### src/rtl/alu_ctrl_pkg.sv
// alu_ctrl_pkg: ALU codes, ALUOp/funct encodings and FSM state type for alu_ctrl_seq
package alu_ctrl_pkg;
  localparam logic [3:0] ALU_OR   = 4'b0001;
  localparam logic [3:0] ALU_SLL  = 4'b0010;
  localparam logic [3:0] ALU_ADD  = 4'b0011;
  localparam logic [3:0] ALU_SUB  = 4'b0100;
  localparam logic [3:0] ALU_SRL  = 4'b0101;
  localparam logic [3:0] ALU_LUI  = 4'b0110;
  localparam logic [3:0] ALU_AND  = 4'b0111;
  localparam logic [3:0] ALU_NOR  = 4'b1000;
  localparam logic [3:0] ALU_ILL  = 4'b1001;
  localparam logic [3:0] ALU_MULT = 4'b1010;
  localparam logic [3:0] ALU_DIV  = 4'b1011;
  localparam logic [3:0] OP_ORI   = 4'b0001;
  localparam logic [3:0] OP_LUI   = 4'b0010;
  localparam logic [3:0] OP_ANDI  = 4'b0011;
  localparam logic [3:0] OP_ADDI  = 4'b0100;
  localparam logic [3:0] OP_LW    = 4'b0101;
  localparam logic [3:0] OP_BEQ   = 4'b0110;
  localparam logic [3:0] OP_RTYPE = 4'b0111;
  localparam logic [3:0] OP_BNE   = 4'b1000;
  localparam logic [3:0] OP_SW    = 4'b1001;
  localparam logic [5:0] F_ADD    = 6'b100000;
  localparam logic [5:0] F_SUB    = 6'b100010;
  localparam logic [5:0] F_OR     = 6'b100101;
  localparam logic [5:0] F_AND    = 6'b100100;
  localparam logic [5:0] F_NOR    = 6'b100111;
  localparam logic [5:0] F_SLL    = 6'b000000;
  localparam logic [5:0] F_SRL    = 6'b000010;
  localparam logic [5:0] F_MULT   = 6'b011000;
  localparam logic [5:0] F_DIV    = 6'b011010;
  typedef enum logic [1:0] {ST_IDLE, ST_BUSY, ST_DONE} state_e;
endpackage

### src/rtl/alu_ctrl_seq_decode.sv
// alu_decode: combinational ALUOp/funct to ALU code table with multi-cycle and illegal flags
module alu_decode import alu_ctrl_pkg::*; #(
  parameter int OP_W    = 4,
  parameter int FUNCT_W = 6,
  parameter int CTRL_W  = 4
) (
  input  logic [OP_W-1:0]    alu_op_i,
  input  logic [FUNCT_W-1:0] funct_i,
  output logic [CTRL_W-1:0]  code_o,
  output logic               multi_o,
  output logic               illegal_o
);
  logic [3:0] code;
  // table lookup; anything without an entry falls through to the illegal code
  always_comb begin
    code = ALU_ILL;
    if (alu_op_i == OP_W'(OP_RTYPE))
      case (funct_i)
        FUNCT_W'(F_ADD):  code = ALU_ADD;
        FUNCT_W'(F_SUB):  code = ALU_SUB;
        FUNCT_W'(F_OR):   code = ALU_OR;
        FUNCT_W'(F_AND):  code = ALU_AND;
        FUNCT_W'(F_NOR):  code = ALU_NOR;
        FUNCT_W'(F_SLL):  code = ALU_SLL;
        FUNCT_W'(F_SRL):  code = ALU_SRL;
        FUNCT_W'(F_MULT): code = ALU_MULT;
        FUNCT_W'(F_DIV):  code = ALU_DIV;
        default:          code = ALU_ILL;
      endcase
    else
      case (alu_op_i)
        OP_W'(OP_ADDI), OP_W'(OP_LW), OP_W'(OP_SW): code = ALU_ADD;
        OP_W'(OP_ORI):                              code = ALU_OR;
        OP_W'(OP_LUI):                              code = ALU_LUI;
        OP_W'(OP_ANDI):                             code = ALU_AND;
        OP_W'(OP_BEQ), OP_W'(OP_BNE):               code = ALU_SUB;
        default:                                    code = ALU_ILL;
      endcase
  end
  assign code_o    = CTRL_W'(code);
  assign multi_o   = (code == ALU_MULT) || (code == ALU_DIV);
  assign illegal_o = code == ALU_ILL;
endmodule

### src/rtl/alu_ctrl_seq.sv
// alu_ctrl_seq: registered ALU control decode with multi-cycle MULT/DIV sequencing
module alu_ctrl_seq import alu_ctrl_pkg::*; #(
  parameter int OP_W        = 4,
  parameter int FUNCT_W     = 6,
  parameter int CTRL_W      = 4,
  parameter int MULT_CYCLES = 4,
  parameter int DIV_CYCLES  = 32
) (
  input  logic               clk,
  input  logic               reset,
  input  logic               valid_i,
  input  logic [OP_W-1:0]    alu_op_i,
  input  logic [FUNCT_W-1:0] alu_function_i,
  input  logic               flush_i,
  output logic               ready_o,
  output logic [CTRL_W-1:0]  alu_operation_o,
  output logic               op_valid_o,
  output logic               stall_o,
  output logic               multi_done_o,
  output logic               illegal_o
);
  localparam int MAX_CYCLES = MULT_CYCLES > DIV_CYCLES ? MULT_CYCLES : DIV_CYCLES;
  localparam int CNT_W = $clog2(MAX_CYCLES);
  localparam logic [CNT_W-1:0] MULT_LOAD = CNT_W'(MULT_CYCLES - 1);
  localparam logic [CNT_W-1:0] DIV_LOAD  = CNT_W'(DIV_CYCLES - 1);
  state_e state_q, state_d;
  logic [CNT_W-1:0] cnt_q, cnt_d;
  logic [CTRL_W-1:0] alu_operation_q, alu_operation_d, dec_code;
  logic op_valid_q, op_valid_d, stall_q, stall_d, multi_done_q, multi_done_d;
  logic illegal_q, illegal_d, dec_multi, dec_illegal, accept;
  alu_decode #(.OP_W(OP_W), .FUNCT_W(FUNCT_W), .CTRL_W(CTRL_W)) u_decode (
    .alu_op_i  (alu_op_i),
    .funct_i   (alu_function_i),
    .code_o    (dec_code),
    .multi_o   (dec_multi),
    .illegal_o (dec_illegal)
  );
  assign ready_o = state_q != ST_BUSY;
  assign accept  = valid_i && ready_o && !flush_i;
  // next state: flush wins, BUSY counts down to DONE, otherwise accept or fall back to IDLE
  always_comb begin
    state_d         = ST_IDLE;
    cnt_d           = cnt_q;
    alu_operation_d = alu_operation_q;
    op_valid_d      = 1'b0;
    multi_done_d    = 1'b0;
    illegal_d       = 1'b0;
    if (flush_i) begin
      cnt_d = '0;
    end else if (state_q == ST_BUSY) begin
      state_d      = cnt_q == '0 ? ST_DONE : ST_BUSY;
      cnt_d        = cnt_q == '0 ? '0 : cnt_q - CNT_W'(1);
      op_valid_d   = cnt_q == '0;
      multi_done_d = cnt_q == '0;
    end else if (accept) begin
      state_d         = dec_multi ? ST_BUSY : ST_IDLE;
      cnt_d           = !dec_multi ? '0 : dec_code == CTRL_W'(ALU_DIV) ? DIV_LOAD : MULT_LOAD;
      alu_operation_d = dec_code;
      op_valid_d      = !dec_multi;
      illegal_d       = dec_illegal;
    end
    stall_d = state_d == ST_BUSY;
  end
  // state and registered outputs, cleared asynchronously by reset
  always_ff @(posedge clk or negedge reset) begin
    if (!reset) begin
      state_q         <= ST_IDLE;
      cnt_q           <= '0;
      alu_operation_q <= '0;
      op_valid_q      <= 1'b0;
      stall_q         <= 1'b0;
      multi_done_q    <= 1'b0;
      illegal_q       <= 1'b0;
    end else begin
      state_q         <= state_d;
      cnt_q           <= cnt_d;
      alu_operation_q <= alu_operation_d;
      op_valid_q      <= op_valid_d;
      stall_q         <= stall_d;
      multi_done_q    <= multi_done_d;
      illegal_q       <= illegal_d;
    end
  end
  assign alu_operation_o = alu_operation_q;
  assign op_valid_o      = op_valid_q;
  assign stall_o         = stall_q;
  assign multi_done_o    = multi_done_q;
  assign illegal_o       = illegal_q;
endmodule

### config.mk
export PLATFORM = sky130hd
export DESIGN_NAME = alu_ctrl_seq
export DESIGN_NICKNAME = d
export VERILOG_FILES = /design/src/rtl/alu_ctrl_pkg.sv /design/src/rtl/alu_ctrl_seq_decode.sv /design/src/rtl/alu_ctrl_seq.sv
export SDC_FILE = /design/constraint.sdc
export NUM_CORES = 1
export LEC_CHECK = 0
export ABC_AREA = 1
export CAP_MARGIN = 25
export CORE_MARGIN = 1
export CORE_UTILIZATION = 45
export DETAILED_ROUTE_END_ITERATION = 16
export HOLD_SLACK_MARGIN = 0.12
export PLACE_DENSITY = 0.77
export SLEW_MARGIN = 20
export SYNTH_ARGS = -nofsm -noshare
export SYNTH_HDL_FRONTEND = slang
export SYNTH_SLANG_ARGS = --single-unit
export TNS_END_PERCENT = 100
### constraint.sdc
create_clock -name clk -period 2.9 [get_ports clk]
set_clock_uncertainty 0.2 [all_clocks]
set_input_delay 0.58 -clock clk [delete_from_list [all_inputs] [get_ports clk]]
set_output_delay 0.58 -clock clk [all_outputs]
set_load 0.005 [all_outputs]
==> flow_metrics.py, run 1 <==
metrics = {
    "finish": {
        "syn_to_final_growth_pct": 30.0,
        "diodes": 0,
        "drive_above_1_share": 0.113,
        "finalNetCount": 185,
        "final-instance-count-excl-fill": 195,
        "fill_cells": 169,
    },
    "grt": {
        "grt_antenna_before_repair": 0,
        "met2_usage": 0.371,
        "grtUsageMet1": 0.237,
        "grt-ovfl-total": 0,
        "grt_pass1_vias": 887,
        "track_usage": 0.199,
        "met3_usage": 0.0252,
        "grt_max_degree": 15,
        "grt-busiest-layer": "met2",
        "grt_pass1_wl_um": 3680,
    },
    "critical_path": {
        "arrival_ns": 1.62,
        "required_ns": 2.12,
        "cp_cell_sequence": "nor2_4 > clkinv_1 > clkdlybuf4s50_1",
        "cp-end-kind": "primary output",
        "cp_slowest_cell": "clkdlybuf4s50_1",
        "crit_type": "reg -> out",
        "critical_path.max_fanout": 8,
        "r2r-start": "cnt_q[0]$_DFFE_PN0P_",
        "startpoint": "multi_done_o$_DFF_PN0_",
        "start_kind": "flip-flop",
        "crit_path_max_incr_delay_ns": 0.51,
    },
    "sta": {
        "max_slew_margin": 0.589,
        "rsz0062_at_grt": "no",
        "final_hold_viol_count": 0,
        "finalCritPeriodShare": 0.829,
        "worst_pin_slew_ns": 0.614,
        "setup_tns_ns": 0,
        "fmaxAchievable_mhz": 416,
        "slew_viol_final": 0,
        "whs_ns": 0.298,
        "setup_violations": 0,
        "fin_crit_ns": 2.40,
    },
    "pwr": {
        "p_leak_nw": 0.642,
        "p_int_w": 0.000352,
        "clockPowerShare": 0.278,
        "p_seq_frac": 0.449,
        "powerDensity_nw_per_um2": 392,
        "comb_power_share": 0.273,
        "swShare": 0.286,
        "ir_drop_mv": 0.169,
        "power.switching_w": 0.000141,
    },
    "yosys": {
        "synth_area_leader_cell": "dfrtp_1",
        "mappedNetlistArea_um2": 967,
        "synth_top_cells_by_area": "dfrtp_1, nand2_1, nand3_1",
        "syn_avg_cell_area_um2": 6.81,
        "ys_ff_latch": 14,
        "yosysWarnings": 0,
        "synth_nets": 158,
        "ys_types": 22,
        "yosysTopAreaCellShare": 0.362,
        "ys_seq_area_frac": 0.362,
        "syn-instance-count": 142,
    },
    "floorplanning": {
        "die_h_um": 48.4,
        "core-area_um2": 1980,
        "dieArea_um2": 2340,
        "num_rows": 16,
        "io_pins": 23,
        "initial_core_util": 0.488,
        "fp.dieW_um": 48.4,
    },
    "cts": {
        "post_cts.repair.setup_buffers": 0,
        "clk_latency_ns": 0.28,
        "root_buffer": "clkbuf_4",
        "ctsHtreeMaxLevel": 1,
        "ctsLongestPathBuffers": 2,
        "cts.sinks": 14,
        "holdBufCountCts": 0,
        "cts_resized": 0,
        "cts_tree": "done",
        "numCtsBuffers": 3,
        "clkTransAtPathRegs_ns": 0.09,
    },
    "job": {
        "cap_violations": 0,
    },
    "placed_design": {
        "io_buffer_count": 22,
        "dpl.hpwl_um": 1690,
        "routabilityCongestion": 0.865,
        "placedCellCount": 191,
    },
    "detailed_routing": {
        "vias": 967,
        "firstDrtPassIters": 4,
        "drt-initial-drc-count": 31,
        "avgRoutedWirePerCell_um": 10.3,
        "drt_wl_total_um": 2000,
        "routed_via_density": 4.96,
        "drc": 0,
        "antenna_left": 0,
    },
    "min_path": {
        "worstHoldStart": "alu_operation_o[2]$_DFFE_PN0P_",
        "hold_path.class": "reg -> reg",
    },
    "run_status": {
        "status": "finished, final reports clean",
    },
}
synth_stat cells (all sizes together):
cell	n
nand4	3
nor3	4
o21ai	5
a21boi	1
a21oi	10
dfrtp	14
inv	21
clkinv	1
ha	2
nor2	21
nand2	43
a31oi	1
nand3	15
o211ai	1
metal layers:
| metal | wire length (µm) | vias up | share of wire |
|---|---|---|---|
| met5 | 0 | - | 0 |
| met4 | 0 | 0 | 0 |
| met3 | 103 | 0 | 0.051 |
| met2 | 1020 | 32 | 0.51 |
| met1 | 877 | 425 | 0.44 |
| li1 | - | 510 | - |
critical path, delay by kind of cell, from the launching register on:
kind | cells | cell delay [ns]
buf+inv | 2 | 0.75
simple gates | 1 | 0.18
flops | 1 | 0.42
power groups by stage:
| stage | Sequential [W] | Clock [W] | Combinational [W] |
|---|---|---|---|
| after detailed placement | 0.000225 | 0 | 0.000136 |
| after CTS | 0.000221 | 0.000139 | 0.000136 |
| after floorplan | 0.000225 | 0 | 0.0000697 |
| final | 0.000221 | 0.000137 | 0.000135 |
| after global routing | 0.000224 | 0.000149 | 0.000153 |
| after global placement | 0.000224 | 0 | 0.000132 |
state kept, by name, summed over array words and instances, names as in the netlist:
signal           flops
cnt_q                5
alu_operation_o      4
illegal_o            1
multi_done_o         1
op_valid_o           1
stall_o              1
state_q              1
final timing paths:
kind	endpoint	slack, ns	cells past startpoint
setup / recovery	ready_o	0.50	3
setup reg to reg	cnt_q[3]$_DFFE_PN0P_	1.13	11
hold reg to reg	alu_operation_o[2]$_DFFE_PN0P_	0.30	2
max in group asynchronous	illegal_o$_DFF_PN0_	1.62	1
min in group asynchronous	multi_done_o$_DFF_PN0_	0.48	1
hold / removal	alu_operation_o[2]$_DFFE_PN0P_	0.30	2
layout make-up:
| class | instances | area (µm²) | share of cell area |
|---|---|---|---|
| multi-input combinational | 106 | 534 | 0.425 |
| sequential | 14 | 350 | 0.279 |
| timing repair buffer | 22 | 220 | 0.175 |
| inverter | 22 | 82.6 | 0.0657 |
| clock buffer | 4 | 36.3 | 0.0289 |
| tap | 27 | 33.8 | 0.0269 |
metrics by stage:
step,power (W),setup slack (ns),util,instance area [µm²]
2_1_floorplan,0.000295,1.14,-,967
3_3_place_gp,0.000356,0.511,0.616,1220
3_5_place_dp,0.000361,0.463,0.616,1220
4_1_cts,0.000497,0.485,0.634,1260
5_1_grt,0.000526,0.385,0.634,1260
6_report,0.000493,0.496,0.634,1260
cell families after synthesis:
family | Yosys count | share of synthesized area
and+or+nand+nor | 86 | 0.414
buffers and inverters | 22 | 0.0854
AOI/OAI and AO/OA | 18 | 0.113
DFF | 14 | 0.362
adders and majority gates | 2 | 0.0259
layout by cell type (no fill, tap or decap):
| master | netlist | final |
|---|---|---|
| a21boi_2 | 1 | 1 |
| a21oi_1 | 9 | 9 |
| a21oi_2 | 1 | 1 |
| a31oi_1 | 1 | 1 |
| clkbuf_4 | 0 | 3 |
| clkbuf_8 | 0 | 1 |
| clkdlybuf4s50_1 | 0 | 22 |
| clkinv_1 | 1 | 1 |
| dfrtp_1 | 14 | 14 |
| ha_1 | 2 | 2 |
| inv_1 | 19 | 19 |
| inv_2 | 2 | 2 |
| nand2_1 | 41 | 41 |
| nand2_2 | 2 | 2 |
| nand3_1 | 15 | 15 |
| nand4_1 | 2 | 2 |
| nand4_2 | 1 | 1 |
| nor2_1 | 15 | 15 |
| nor2_2 | 3 | 3 |
| nor2_4 | 3 | 3 |
| nor3_1 | 3 | 3 |
| nor3_2 | 1 | 1 |
| o211ai_2 | 1 | 1 |
| o21ai_0 | 4 | 4 |
| o21ai_1 | 1 | 1 |
(Power assumes the default switching activity.)
==> inputs of run 2 (changes only) <==
- clock period: 2.9 -> 2.3 ns (I/O delays scaled with it)
==> run 2 against run 1 <==
  * Sequential share of layout area shrank 0.19 points
  * First-iteration DRC count down 45%
  * Global-route usage decreased by 1.3 points
==> flow_metrics.py, run 2 (synthesis results as in run 1) <==
metrics = {
    "cts": {
        "cts_tree": "done",
        "clkTransAtPathRegs_ns": 0.07,
        "ctsHtreeMaxLevel": 1,
        "cts_resized": 0,
        "numCtsBuffers": 3,
        "post_cts.repair.setup_buffers": 0,
        "root_buffer": "clkbuf_4",
        "clk_latency_ns": 0.26,
        "cts.sinks": 14,
        "holdBufCountCts": 0,
        "ctsLongestPathBuffers": 2,
    },
    "critical_path": {
        "crit_type": "reg -> out",
        "required_ns": 1.64,
        "arrival_ns": 1.40,
        "critical_path.max_fanout": 6,
        "start_kind": "flip-flop",
        "cp-end-kind": "primary output",
    },
    "placed_design": {
        "placedCellCount": 194,
        "dp_slack_ns": 0.0264,
        "dpl.hpwl_um": 1600,
        "io_buffer_count": 22,
        "routabilityCongestion": 0.853,
    },
    "sta": {
        "setup_tns_ns": 0,
        "max_slew_margin": 0.614,
        "fin_crit_ns": 2.06,
        "final_hold_viol_count": 0,
        "setup_violations": 0,
        "slew_viol_final": 0,
        "finalCritPeriodShare": 0.895,
        "worst_pin_slew_ns": 0.577,
        "layout_setup_ws_ns": 0.241,
        "fmaxAchievable_mhz": 486,
        "rsz0062_at_grt": "no",
    },
    "floorplanning": {
        "core-area_um2": 1980,
        "num_rows": 16,
        "io_pins": 23,
        "initial_core_util": 0.488,
        "die_h_um": 48.4,
        "fp.dieW_um": 48.4,
        "dieArea_um2": 2340,
    },
    "detailed_routing": {
        "drt_wl_total_um": 1850,
        "drc": 0,
        "avgRoutedWirePerCell_um": 9.40,
        "firstDrtPassIters": 4,
        "drt-initial-drc-count": 17,
        "antenna_left": 0,
        "routed_via_density": 4.84,
        "vias": 953,
    },
    "finish": {
        "mostFrequentLayoutCell": "nand2_1",
        "syn_to_final_growth_pct": 30.9,
        "diodes": 0,
        "final_cell_mix": "nand2_1, clkdlybuf4s50_1, inv_1",
        "finalNetCount": 188,
        "largest_register_ffs": 5,
        "max_flop_register": "cnt_q",
        "final-instance-count-excl-fill": 197,
        "drive_above_1_share": 0.124,
    },
    "min_path": {
        "hold_path.class": "reg -> reg",
    },
    "pwr": {
        "ir_drop_mv": 0.264,
        "report.power.total_w": 0.000576,
        "p_leak_nw": 0.649,
        "powerDensity_nw_per_um2": 455,
    },
    "grt": {
        "grt_pass1_vias": 856,
        "grt_max_degree": 15,
        "grt_pass1_wl_um": 3380,
        "track_usage": 0.186,
        "grt-ovfl-total": 0,
        "grt_antenna_before_repair": 0,
    },
    "job": {
        "cap_violations": 0,
    },
    "run_status": {
        "status": "finished, final reports clean",
    },
}
==> run 2: final timing paths <==
path	from	end	slack (ns)	cells after the start
worst min-delay path	alu_operation_o[0]$_DFFE_PN0P_	alu_operation_o[0]$_DFFE_PN0P_	0.28	2
worst max register to register	cnt_q[0]$_DFFE_PN0P_	cnt_q[2]$_DFFE_PN0P_	0.56	11
worst max-delay path	multi_done_o$_DFF_PN0_	ready_o	0.24	3
min in group asynchronous	reset	op_valid_o$_DFF_PN0_	0.36	1
worst min register to register	alu_operation_o[0]$_DFFE_PN0P_	alu_operation_o[0]$_DFFE_PN0P_	0.28	2
max in group asynchronous	reset	cnt_q[1]$_DFFE_PN0P_	1.16	1
==> run 2: where the power goes <==
part           leakage [nW]  internal [W]  switching (W)
Combinational         0.449     0.0000847      0.0000885
Sequential            0.186      0.000267      0.0000109
Clock                0.0138     0.0000605      0.0000646
==> run 2: worst max-delay path, stage by stage (launching register included) <==
cell             delay, ns
dfrtp_1               0.40
nor2_4                0.18
clkinv_1              0.10
clkdlybuf4s50_1       0.45
==> run 2: routing by layer <==
layer,GRT usage,up-vias,wire length (µm)
met5,0,-,0
met3,0.0220,2,50
met4,0.103,0,27
met2,0.319,20,881
met1,0.225,410,893
li1,-,521,-
==> run 2: area by class of cell <==
class                      instances  area [µm²]
fill                             180         716
multi-input combinational        106         534
sequential                        14         350
timing repair buffer              25         243
inverter                          22        82.6
tap                               27        33.8
clock buffer                       3        22.5
==> run 2: through the flow <==
stage | cell area (µm²) | hold slack, ns | util
2_1_floorplan | 967 | -0.0356 | -
3_3_place_gp | 1240 | 0.263 | 0.628
3_5_place_dp | 1240 | 0.266 | 0.628
4_1_cts | 1270 | 0.285 | 0.639
5_1_grt | 1270 | 0.319 | 0.639
6_report | 1270 | 0.279 | 0.639
